File: src/rtl/min_tracker_pkg.sv
// Shared types and helpers for the running-extremum tracker.
package min_tracker_pkg;

    typedef enum logic [1:0] {
        IDLE = 2'd0,
        RUN  = 2'd1,
        DONE = 2'd2
    } state_t;

    localparam int MAX_DATA_WIDTH = 64;

    // Starting value that any real sample can beat: all-ones for min, zero for max.
    function automatic logic [MAX_DATA_WIDTH-1:0] init_value(input int width, input bit mode_max);
        logic [MAX_DATA_WIDTH-1:0] ones;
        ones = '1;
        if (mode_max)
            return '0;
        return ones >> (MAX_DATA_WIDTH - width);
    endfunction

endpackage

File: src/rtl/min_tracker_if.sv
// Sample stream in, framed result out; master is the controller side.
interface min_tracker_if #(
    parameter int DATA_WIDTH  = 32,
    parameter int INDEX_WIDTH = 16
) ();
    logic                   Start;
    logic                   InValid;
    logic [DATA_WIDTH-1:0]  DataIn;
    logic [INDEX_WIDTH-1:0] IndexIn;
    logic                   Last;
    logic                   Ack;
    logic                   Ready;
    logic                   Busy;
    logic                   Done;
    logic                   ResultValid;
    logic [DATA_WIDTH-1:0]  MinValue;
    logic [INDEX_WIDTH-1:0] MinIndex;
    logic [INDEX_WIDTH-1:0] Count;

    modport master (
        output Start, InValid, DataIn, IndexIn, Last, Ack,
        input  Ready, Busy, Done, ResultValid, MinValue, MinIndex, Count
    );

    modport slave (
        input  Start, InValid, DataIn, IndexIn, Last, Ack,
        output Ready, Busy, Done, ResultValid, MinValue, MinIndex, Count
    );
endinterface

File: src/rtl/min_tracker_extremum_cmp.sv
// Combinational "is a better than the current extremum b" test, unsigned.
module min_tracker_extremum_cmp #(
    parameter int DATA_WIDTH = 32,
    parameter bit MODE_MAX   = 1'b0,
    parameter bit TIE_LATEST = 1'b0
) (
    input  logic [DATA_WIDTH-1:0] a,
    input  logic [DATA_WIDTH-1:0] b,
    output logic                  better
);
    always_comb begin
        if (MODE_MAX)
            better = TIE_LATEST ? (a >= b) : (a > b);
        else
            better = TIE_LATEST ? (a <= b) : (a < b);
    end
endmodule

File: src/rtl/min_tracker.sv
// Running min/max over a Start/Last framed sample stream with held result.
module min_tracker
    import min_tracker_pkg::*;
#(
    parameter int DATA_WIDTH  = 32,
    parameter int INDEX_WIDTH = 16,
    parameter bit MODE_MAX    = 1'b0,
    parameter bit TIE_LATEST  = 1'b0
) (
    input  logic           Clk,
    input  logic           Reset,
    min_tracker_if.slave   bus
);
    localparam logic [DATA_WIDTH-1:0] INIT = DATA_WIDTH'(init_value(DATA_WIDTH, MODE_MAX));

    state_t state;
    logic   better;

    min_tracker_extremum_cmp #(
        .DATA_WIDTH (DATA_WIDTH),
        .MODE_MAX   (MODE_MAX),
        .TIE_LATEST (TIE_LATEST)
    ) u_cmp (
        .a      (bus.DataIn),
        .b      (bus.MinValue),
        .better (better)
    );

    always_ff @(posedge Clk) begin
        if (Reset) begin
            state           <= IDLE;
            bus.MinValue    <= INIT;
            bus.MinIndex    <= '0;
            bus.Count       <= '0;
            bus.Ready       <= 1'b0;
            bus.Busy        <= 1'b0;
            bus.Done        <= 1'b0;
            bus.ResultValid <= 1'b0;
        end else begin
            bus.Done <= 1'b0;
            // Start from any state opens a fresh frame; it also beats Ack in DONE
            // and drops a sample offered in the same cycle.
            if (bus.Start) begin
                state           <= RUN;
                bus.MinValue    <= INIT;
                bus.MinIndex    <= '0;
                bus.Count       <= '0;
                bus.ResultValid <= 1'b0;
                bus.Ready       <= 1'b1;
                bus.Busy        <= 1'b1;
            end else begin
                case (state)
                    RUN: begin
                        if (bus.InValid) begin
                            if (bus.Count != '1)
                                bus.Count <= bus.Count + 1'b1;
                            if (better) begin
                                bus.MinValue <= bus.DataIn;
                                bus.MinIndex <= bus.IndexIn;
                            end
                            if (bus.Last) begin
                                state           <= DONE;
                                bus.Ready       <= 1'b0;
                                bus.Busy        <= 1'b0;
                                bus.Done        <= 1'b1;
                                bus.ResultValid <= 1'b1;
                            end
                        end
                    end
                    DONE: begin
                        if (bus.Ack)
                            state <= IDLE;
                    end
                    default: ;
                endcase
            end
        end
    end
endmodule

File: src/flat_wrapper.sv
// flat-port wrapper written by rule: the top's interface ports become plain ports
module min_tracker_flat import min_tracker_pkg::*;
#(
    parameter int DATA_WIDTH  = 32,
    parameter int INDEX_WIDTH = 16,
    parameter bit MODE_MAX    = 1'b0,
    parameter bit TIE_LATEST  = 1'b0
)
  (Clk, Reset, bus_Start, bus_InValid, bus_DataIn, bus_IndexIn, bus_Last, bus_Ack, bus_Ready, bus_Busy, bus_Done, bus_ResultValid, bus_MinValue, bus_MinIndex, bus_Count);
  min_tracker_if #(.DATA_WIDTH(DATA_WIDTH), .INDEX_WIDTH(INDEX_WIDTH)) bus_i ();
  input  logic Clk;
  input  logic Reset;
  input wire logic [$bits(bus_i.Start)-1:0] bus_Start;
  input wire logic [$bits(bus_i.InValid)-1:0] bus_InValid;
  input wire logic [$bits(bus_i.DataIn)-1:0] bus_DataIn;
  input wire logic [$bits(bus_i.IndexIn)-1:0] bus_IndexIn;
  input wire logic [$bits(bus_i.Last)-1:0] bus_Last;
  input wire logic [$bits(bus_i.Ack)-1:0] bus_Ack;
  output wire logic [$bits(bus_i.Ready)-1:0] bus_Ready;
  output wire logic [$bits(bus_i.Busy)-1:0] bus_Busy;
  output wire logic [$bits(bus_i.Done)-1:0] bus_Done;
  output wire logic [$bits(bus_i.ResultValid)-1:0] bus_ResultValid;
  output wire logic [$bits(bus_i.MinValue)-1:0] bus_MinValue;
  output wire logic [$bits(bus_i.MinIndex)-1:0] bus_MinIndex;
  output wire logic [$bits(bus_i.Count)-1:0] bus_Count;
  assign bus_i.Start = bus_Start;
  assign bus_i.InValid = bus_InValid;
  assign bus_i.DataIn = bus_DataIn;
  assign bus_i.IndexIn = bus_IndexIn;
  assign bus_i.Last = bus_Last;
  assign bus_i.Ack = bus_Ack;
  assign bus_Ready = bus_i.Ready;
  assign bus_Busy = bus_i.Busy;
  assign bus_Done = bus_i.Done;
  assign bus_ResultValid = bus_i.ResultValid;
  assign bus_MinValue = bus_i.MinValue;
  assign bus_MinIndex = bus_i.MinIndex;
  assign bus_Count = bus_i.Count;
  min_tracker #(.DATA_WIDTH(DATA_WIDTH), .INDEX_WIDTH(INDEX_WIDTH), .MODE_MAX(MODE_MAX), .TIE_LATEST(TIE_LATEST)) u_core (.Clk(Clk), .Reset(Reset), .bus(bus_i));
endmodule
File: config.mk
export PLATFORM = sky130hd
export DESIGN_NAME = min_tracker_flat
export DESIGN_NICKNAME = d
export VERILOG_FILES = /design/src/rtl/min_tracker_pkg.sv /design/src/rtl/min_tracker_if.sv /design/src/rtl/min_tracker_extremum_cmp.sv /design/src/rtl/min_tracker.sv /design/src/flat_wrapper.sv
export SDC_FILE = /design/constraint.sdc
export NUM_CORES = 1
export LEC_CHECK = 0
export CAP_MARGIN = 40
export CORE_AREA = 2 2 87 89
export DETAILED_ROUTE_END_ITERATION = 8
export DIE_AREA = 0 0 89 91
export GPL_ROUTABILITY_DRIVEN = 0
export PLACE_DENSITY = 0.87
export SETUP_SLACK_MARGIN = 0.5
export SYNTH_ARGS = -nofsm -noshare
export SYNTH_HDL_FRONTEND = slang
export SYNTH_HIERARCHICAL = 1
export SYNTH_SLANG_ARGS = --single-unit
File: constraint.sdc
create_clock -name Clk -period 7.55 [get_ports Clk]
set_input_delay 1.51 -clock Clk [delete_from_list [all_inputs] [get_ports Clk]]
set_output_delay 1.51 -clock Clk [all_outputs]
set_load 0.02 [all_outputs]
Word-level counts from Yosys, hierarchy flattened:

Cells that the tools add are included.

* flip-flop bits (word level): 69

* add/subtract/negate cells: 1
* magnitude comparators: 1
* equality and inequality tests: 9
* multiplexer cells: 10
* bitwise gates (word level): 2
* reductions and logical operators: 13

Operators with widths (count)
* 32-bit < comparator: 1
* 16-bit by 1-bit adder with 16-bit output, second input constant: 1
* 16-bit != test, second input constant: 1
* 3-bit AND reduction: 4
* 3-bit != test, second input constant: 3
* 4-bit AND reduction: 2
* 2-bit nonzero test: 4
* 1-bit 2-to-1 mux: 6
* 2-bit 2-to-1 mux: 3
* 2-bit != test, second input constant: 3
* 2-bit case mux with 2 select lines: 1
* 4-bit OR reduction: 1
* 3-bit nonzero test: 1
* 2-bit by 1-bit equality test with 1-bit output, second input constant: 1
* 2-bit equality test, second input constant: 1
* 1-bit inverter: 2
* 2-bit OR reduction: 1

Depth between registers and ports, before layout:

Gate-level depths: netlist of the first run.

* depth in word-level cells: 4
* depth in mapped cells: 12

Modules after synthesis:

Netlist of the first run, hierarchy kept.

Modules (own cells, without submodules)
* min_tracker: instances 1, cells an instance 327, area an instance 2617.5 µm², sequential area each 1381.3 µm²
* min_tracker_extremum_cmp: instances 1, cells an instance 110, area an instance 798.3 µm², sequential area each 0.0 µm²

Worst setup path before layout of the first run:

No wires, ideal clock.

* path type: input port to flip-flop
* start: input bus_DataIn[1]
* end: register u_core.bus.MinValue[10]
* library setup time: 0.063 ns
* data arrival time: 3.635 ns
* path slack: 3.852 ns
* cell stages on the path: 10
* path buffers: 2
* cell sequence: ha_1 > a2111oi_4 > nor4b_1 > or4_1 > a21oi_1 > and2_1 > clkbuf_1 > buf_1 > nand2_1 > nand3_1

* longest elaborated chain between the ends: 2

Ends and longest elaborated chain
* start, declared: line flat_wrapper.sv:15 `input wire logic [$bits(bus_i.DataIn)-1:0] bus_DataIn;`
* 32-bit < comparator: line min_tracker_extremum_cmp.sv:15 `better = TIE_LATEST ? (a <= b) : (a < b);`
* via u_core.better: line min_tracker.sv:17 `logic better;`
* 3-bit AND reduction (no line)
* end signal, assigned: line min_tracker.sv:58 `bus.MinValue <= bus.DataIn;`
* end, declared: line min_tracker_if.sv:27 `output Ready, Busy, Done, ResultValid, MinValue, MinIndex, Count`

The timed path passes the listed nets, and every way through them passes these cells.
A chain may end at the register's enable or synchronous reset.

Final worst setup path of the first run:

* start: input bus_DataIn[14]
* end: register u_core.bus.MinIndex[9]

* longest elaborated chain between the ends: 2

Ends and longest elaborated chain
* 32-bit < comparator: line min_tracker_extremum_cmp.sv:15
* via u_core.better: line min_tracker.sv:17
* 3-bit AND reduction (no line)
* end signal, assigned: line min_tracker.sv:59 `bus.MinIndex <= bus.IndexIn;`
* end, declared: line min_tracker_if.sv:27

The timed path passes the listed nets, and every way through them passes these cells.

==> flow_metrics.env, run 1 <==
export IMPL_status="complete, no violations"
export IMPL_grt_pass1_vias=3303
export IMPL_critPathMostFrequentCell="a21oi_1"
export IMPL_setup_violations=0
export IMPL_die_h_um=91
export IMPL_tns_ns=0
export IMPL_die_w_um=89
export IMPL_reg2reg_slack_ns=4.54
export IMPL_synth_common_cells="112 x nand2_1, 69 x dfxtp_1, 45 x a21oi_1, 42 x nand3_1, 34 x inv_1"
export IMPL_syn_area_per_cell_um2=7.82
export IMPL_initial_core_util=0.479
export IMPL_fmax_ghz=0.237
export IMPL_r2r_end="u_core/bus.MinIndex[9]$_SDFFE_PP0P_"
export IMPL_finalMaxSlewViolations=0
export IMPL_grt_overflow=0
export IMPL_relSlewSlack=0.376
export IMPL_finClkSkew_ns=0.00683
export IMPL_yosysTopAreaCell="dfxtp_1"
export IMPL_vias=3482
export IMPL_cts_tree="built"
export IMPL_reg2reg_depth=10
export IMPL_max_cap_viol_count=0
export IMPL_ys_seq_area_frac=0.404
export IMPL_yosys_area_top_type_share=0.404
export IMPL_critical_path_arrival_ns=4.49
export IMPL_cp_required_ns=7.82
export IMPL_min_to="u_core/bus.MinIndex[1]$_SDFFE_PP0P_"
export IMPL_finalWorstSetupSlack_ns=3.33
export IMPL_wire_per_inst_um=14.0
export IMPL_fin_crit_sh=0.559
export IMPL_port_buffers=121
export IMPL_totalWireLength_mm=9.15
export IMPL_grt_pass1_wl_mm=14.7
export IMPL_yosysMostFrequentCell="nand2_1"
export IMPL_synthTopCellsByArea="dfxtp_1 40%, nand2_1 12%, ha_1 12%"
export IMPL_p_per_area_nw_per_um2=175
export IMPL_cts_max_level=3
export IMPL_final_antenna_net_count=0
export IMPL_crit_path_end_kind="register"
export IMPL_synth_cell_types=39
export IMPL_grt_max_degree=49
export IMPL_cp_max_fo=48
export IMPL_hold_viol=0
export IMPL_grtUsageTotal=0.225
export IMPL_cp_num_buf_inv=1
export IMPL_holdCritStartpoint="u_core/bus.MinIndex[1]$_SDFFE_PP0P_"
export IMPL_cts_sinks=69
export IMPL_fin_hold_ws_ns=0.455
export IMPL_period_minus_slack_ns=4.22
export IMPL_netlist_area_um2=3420
export IMPL_cp_cell_sequence="clkdlybuf4s50_1 > ha_1 > nand4_1 > nor3_1 > nor4b_1 > or4_1 > a21oi_1 > and2_2 > nand2_1 > a21oi_1"
export IMPL_critPathSlowestCell="and2_2"
export IMPL_ios=122
export IMPL_nFillCells=577
export IMPL_reg2reg_from="u_core/bus.MinValue[13]$_SDFFE_PP1P_"
export IMPL_p_leak_nw=2.25
export IMPL_fin_cells=654
export IMPL_hold_path_class="register to register"
export IMPL_dp_cells=638
export IMPL_synth_edf_count=0
export IMPL_firstDrtPassIters=5
export IMPL_post_cts_buffers=0
export IMPL_synth_seq_cells=69
export IMPL_syn_nets=523
export IMPL_diodes=0
export IMPL_die_area_um2=8100
export IMPL_syn_inst=437
export IMPL_rsz0062_at_grt="false"
export IMPL_clock_latency_ns=0.35
export IMPL_antenna_found_initial=0
export IMPL_path_delay_family="simple AND/OR/NAND/NOR gates"
export IMPL_place_ws_ns=3.03
export IMPL_core_area_um2=7140
export IMPL_irDropWorstVdd_v=0.0000987
export IMPL_drc=0
export IMPL_worst_pin_slew_ns=0.936
export IMPL_hold_depth=2
export IMPL_drt_iter0_markers=113
export IMPL_cts_root_buffer="clkbuf_8"
export IMPL_ctsResizeCount=0
export IMPL_crit_path_start_kind="input port"
export IMPL_crit_path_max_incr_delay_ns=0.81
export IMPL_rows=31
export IMPL_ys_async_sr_fraction=0
export IMPL_drive_gt1_frac=0.0541
export IMPL_path_depth=10
export IMPL_synth_flop_cell="dfxtp_1"
export IMPL_path_clk_slew_ns=0.07
export IMPL_ctsHoldBuffers=0
export IMPL_via_per_inst=5.32
export IMPL_clock_path_buffers=2
export IMPL_ys_warn_count=6
export IMPL_dpl_hpwl_mm=6.52
export IMPL_critPathKind="input port to register"
export IMPL_cts_made_buffers=9
export IMPL_nNetsFinal=636
export IMPL_area_delta_synth_final_pct=44.5
export IMPL_final_util=0.692
worst register-to-register path, cell delays in order (launching register included):
cell and delay [ns]:
dfxtp_1 0.37, inv_1 0.06, ha_1 0.29, nand4_1 0.15
nor3_1 0.10, nor4b_1 0.14, or4_1 0.48, a21oi_1 0.19
and2_2 0.81, nand2_1 0.17, a21oi_1 0.18
per-stage QoR:
stage               power (W)  area (µm²)
global route         0.000896        4940
CTS                  0.000870        4940
finish               0.000864        4940
global placement     0.000496        4690
floorplan            0.000442        3420
detailed placement   0.000500        4690
cells by family (layout without fill, tap and decap cells):
kind of cell	count (synthesis)	after routing	synth area share
DFF	69	69	0.404
muxes	1	1	0.00293
and+or+nand+nor	204	204	0.281
buffers and inverters	56	174	0.0630
AOI/OAI and AO/OA	74	74	0.129
xor gates and xnor gates	1	1	0.00256
adders and majority gates	32	32	0.117
cells in the final DEF, fill, tap and decap left out, types with 2 or more instances in the layout:
cell type and count:
a21oi_1 45, ha_1 32, nand3_1 42, nor2_1 10
nand2_1 112, dfxtp_1 69, inv_1 34, bufinv_16 3
buf_4 3, and4_1 3, clkinvlp_4 2, a21o_1 2
o21a_1 2, or4_1 6, nor4_1 2, nand4_1 7
or4_2 2, o31ai_1 6, nor3_1 2, clkbuf_8 10
or3_1 8, o21ai_0 12, clkdlybuf4s50_1 121, a221oi_1 2
worst max-delay path by stage:
stage	start	endpoint
after global routing	bus_DataIn[7]	u_core/bus.MinIndex[3]$_SDFFE_PP0P_
after detailed placement	bus_DataIn[1]	u_core/bus.MinIndex[15]$_SDFFE_PP0P_
after CTS	bus_DataIn[1]	u_core/bus.MinIndex[15]$_SDFFE_PP0P_
after floorplan	bus_DataIn[1]	u_core/bus.MinValue[10]$_SDFFE_PP1P_
final	bus_DataIn[14]	u_core/bus.MinIndex[9]$_SDFFE_PP0P_
after global placement	bus_DataIn[1]	u_core/bus.MinIndex[12]$_SDFFE_PP0P_
registers in the layout, indices dropped and copies added, names as in the netlist:
register and flops:
u_core/state 2, u_core/bus.ResultValid 1, u_core/bus.Busy 1, u_core/bus.MinValue 32, u_core/bus.MinIndex 16, u_core/bus.Count 16
u_core/bus.Done 1
report_power, final:
part	switching (W)	total (W)	internal [W]
clock network	0.000144	0.000372	0.000228
logic	0.0000575	0.000115	0.0000572
registers	0.00000610	0.000378	0.000372
cell type report:
class                           instances  area (µm²)  area share
Clock buffer                           10         138      0.0279
Sequential cell                        69        1380       0.280
Timing Repair Buffer                  124        1230       0.250
Inverter                               34         128      0.0258
Clock inverter                          6         110      0.0223
Multi-Input combinational cell        312        1820       0.369
Tap cell                               99         124      0.0251
metal layers:
layer / routed length, µm / track usage
met2: 4620 / 0.389
met4: 156 / 0.0871
met1: 3700 / 0.262
met5: 0 / 0
met3: 673 / 0.0536
(Power assumes the default switching activity.)
==> inputs of run 2 (changes only) <==
--- a/config.mk
+++ b/config.mk
@@ -6,11 +6,11 @@
 export NUM_CORES = 1
 export LEC_CHECK = 0
 export CAP_MARGIN = 40
-export CORE_AREA = 2 2 87 89
+export CORE_AREA = 2 2 95 97
 export DETAILED_ROUTE_END_ITERATION = 8
-export DIE_AREA = 0 0 89 91
+export DIE_AREA = 0 0 97 99
 export GPL_ROUTABILITY_DRIVEN = 0
-export PLACE_DENSITY = 0.87
+export PLACE_DENSITY = 0.77
 export SETUP_SLACK_MARGIN = 0.5
 export SYNTH_ARGS = -nofsm -noshare
 export SYNTH_HDL_FRONTEND = slang
==> constraint.sdc (replaced) <==
create_clock -name Clk -period 3.7 [get_ports Clk]
set_input_delay 0.74 -clock Clk [delete_from_list [all_inputs] [get_ports Clk]]
set_output_delay 0.74 -clock Clk [all_outputs]
set_load 0.02 [all_outputs]
==> run 2 against run 1 <==
  * Worst setup slack lost 2.6 ns
  * Non-clock buffer count grew 2
  * Global-route usage shrank 3.8 points
  * Final area grew 0.61%
  * Critical path depth is the same
  * Clock skew is essentially flat
  * Flip-flop and latch count is the same
  * Combinational power grew 110%
  * Utilization shrank 11 points
  * Sequential power grew 100%
  * Critical path type unchanged
  * Wire length shrank 0.83%
  * Highest routed layer unchanged
  * Largest cell class unchanged
==> flow_metrics.env, run 2 (synthesized netlist as in run 1, its figures left out) <==
export IMPL_regMostFlops="u_core/bus.MinValue"
export IMPL_critPathKind="input port to register"
export IMPL_hold_path_class="register to register"
export IMPL_die_w_um=97
export IMPL_setup_violations=0
export IMPL_place_area_um2=4740
export IMPL_area_delta_synth_final_pct=45.4
export IMPL_core_area_um2=8550
export IMPL_relSlewSlack=0.487
export IMPL_final_common_cell="clkdlybuf4s50_1"
export IMPL_fin_cells=665
export IMPL_totalWireLength_mm=9.07
export IMPL_cts_tree="built"
export IMPL_final_antenna_net_count=0
export IMPL_via_per_inst=5.22
export IMPL_tns_ns=0
export IMPL_worst_pin_slew_ns=0.764
export IMPL_largest_reg_flops=32
export IMPL_fmax_ghz=0.333
export IMPL_crit_path_end_kind="register"
export IMPL_critical_path_arrival_ns=3.26
export IMPL_port_buffers=121
export IMPL_die_area_um2=9600
export IMPL_max_cap_viol_count=0
export IMPL_p_per_area_nw_per_um2=341
export IMPL_place_ws_ns=0.388
export IMPL_clock_path_buffers=2
export IMPL_nNetsFinal=638
export IMPL_finClkSkew_ns=0.00655
export IMPL_firstDrtPassIters=4
export IMPL_postLayoutCellArea_um2=4970
export IMPL_path_clk_slew_ns=0.07
export IMPL_hold_viol=0
export IMPL_dpl_hpwl_mm=6.62
export IMPL_ctsHoldBuffers=0
export IMPL_antenna_found_initial=0
export IMPL_ios=122
export IMPL_grt_overflow=0
export IMPL_cts_max_level=3
export IMPL_clock_latency_ns=0.34
export IMPL_cts_sinks=69
export IMPL_grt_pass1_vias=3273
export IMPL_drc=0
export IMPL_wire_per_inst_um=13.6
export IMPL_drive_gt1_frac=0.0592
export IMPL_fin_crit_sh=0.811
export IMPL_dp_cells=649
export IMPL_reg2reg_slack_ns=1.14
export IMPL_ctsResizeCount=0
export IMPL_p_leak_nw=2.26
export IMPL_cp_required_ns=3.96
export IMPL_initial_core_util=0.399
export IMPL_final_cell_mix="121 x clkdlybuf4s50_1, 111 x nand2_1, 69 x dfxtp_1, 45 x a21oi_1, 42 x nand3_1"
export IMPL_grt_max_degree=40
export IMPL_drt_iter0_markers=130
export IMPL_grtUsageTotal=0.186
export IMPL_cts_made_buffers=9
export IMPL_irDropWorstVdd_v=0.000204
export IMPL_cp_max_fo=18
export IMPL_crit_path_start_kind="input port"
export IMPL_post_cts_buffers=0
export IMPL_cts_root_buffer="clkbuf_8"
export IMPL_diodes=0
export IMPL_top_regs="u_core/bus.MinValue (32), u_core/bus.Count (16), u_core/bus.MinIndex (16)"
export IMPL_finalWorstSetupSlack_ns=0.700
export IMPL_rows=34
export IMPL_vias=3472
export IMPL_period_minus_slack_ns=3.00
export IMPL_status="complete, no violations"
export IMPL_finalMaxSlewViolations=0
export IMPL_die_h_um=99
export IMPL_rsz0062_at_grt="false"
export IMPL_grt_pass1_wl_mm=14.8
## run 2: changes by cell type in the layout (fill, tap and decap cells not counted), sizes merged
cell / change
buf: +2
bufinv: -1
clkinv: +2
clkinvlp: -1
## run 2: power breakdown
part	leakage, nW	total [W]	switching, W	internal [W]
registers	0.560	0.000771	0.0000127	0.000758
clock network	0.112	0.000686	0.000290	0.000397
logic	1.59	0.000238	0.000116	0.000121
total	2.26	0.00170	0.000419	0.00128
## run 2: layout make-up
cell class / instances / area [µm²]
repair buffers: 126 / 1270
well taps: 108 / 135
multi-input cells: 312 / 1830
inverters: 34 / 128
fillers: 769 / 3580
flip-flops and latches: 69 / 1380
clock inverters: 6 / 86.3
clock buffers: 10 / 138
## run 2: worst paths after layout
check,from,end,cells past startpoint
hold reg to reg,u_core/bus.MinIndex[11]$_SDFFE_PP0P_,u_core/bus.MinIndex[11]$_SDFFE_PP0P_,2
setup / recovery,bus_DataIn[1],u_core/bus.MinIndex[7]$_SDFFE_PP0P_,10
hold / removal,u_core/bus.MinIndex[11]$_SDFFE_PP0P_,u_core/bus.MinIndex[11]$_SDFFE_PP0P_,2
setup reg to reg,u_core/bus.MinValue[1]$_SDFFE_PP1P_,u_core/bus.MinIndex[7]$_SDFFE_PP0P_,10
## run 2: metal layers
metal,share of wire,track usage
met1,0.44,0.217
met2,0.49,0.335
met3,0.055,0.0376
met4,0.016,0.0748
met5,0,0
## run 2: through the flow
stage | power (W) | util | hold WS (ns)
2_1_floorplan | 0.000901 | - | 0.458
3_3_place_gp | 0.00102 | 0.555 | 0.441
3_5_place_dp | 0.00103 | 0.555 | 0.451
4_1_cts | 0.00172 | 0.581 | 0.462
5_1_grt | 0.00177 | 0.581 | 0.480
6_report | 0.00170 | 0.581 | 0.460
## run 2: critical path, cell delays in order
cell             delay (ns)
clkdlybuf4s50_1        0.43
ha_1                   0.33
a2111oi_4              0.28
nor4b_1                0.08
or4_1                  0.50
a21oi_1                0.21
and2_2                 0.21
buf_4                  0.23
nand2_1                0.08
a21oi_1                0.15
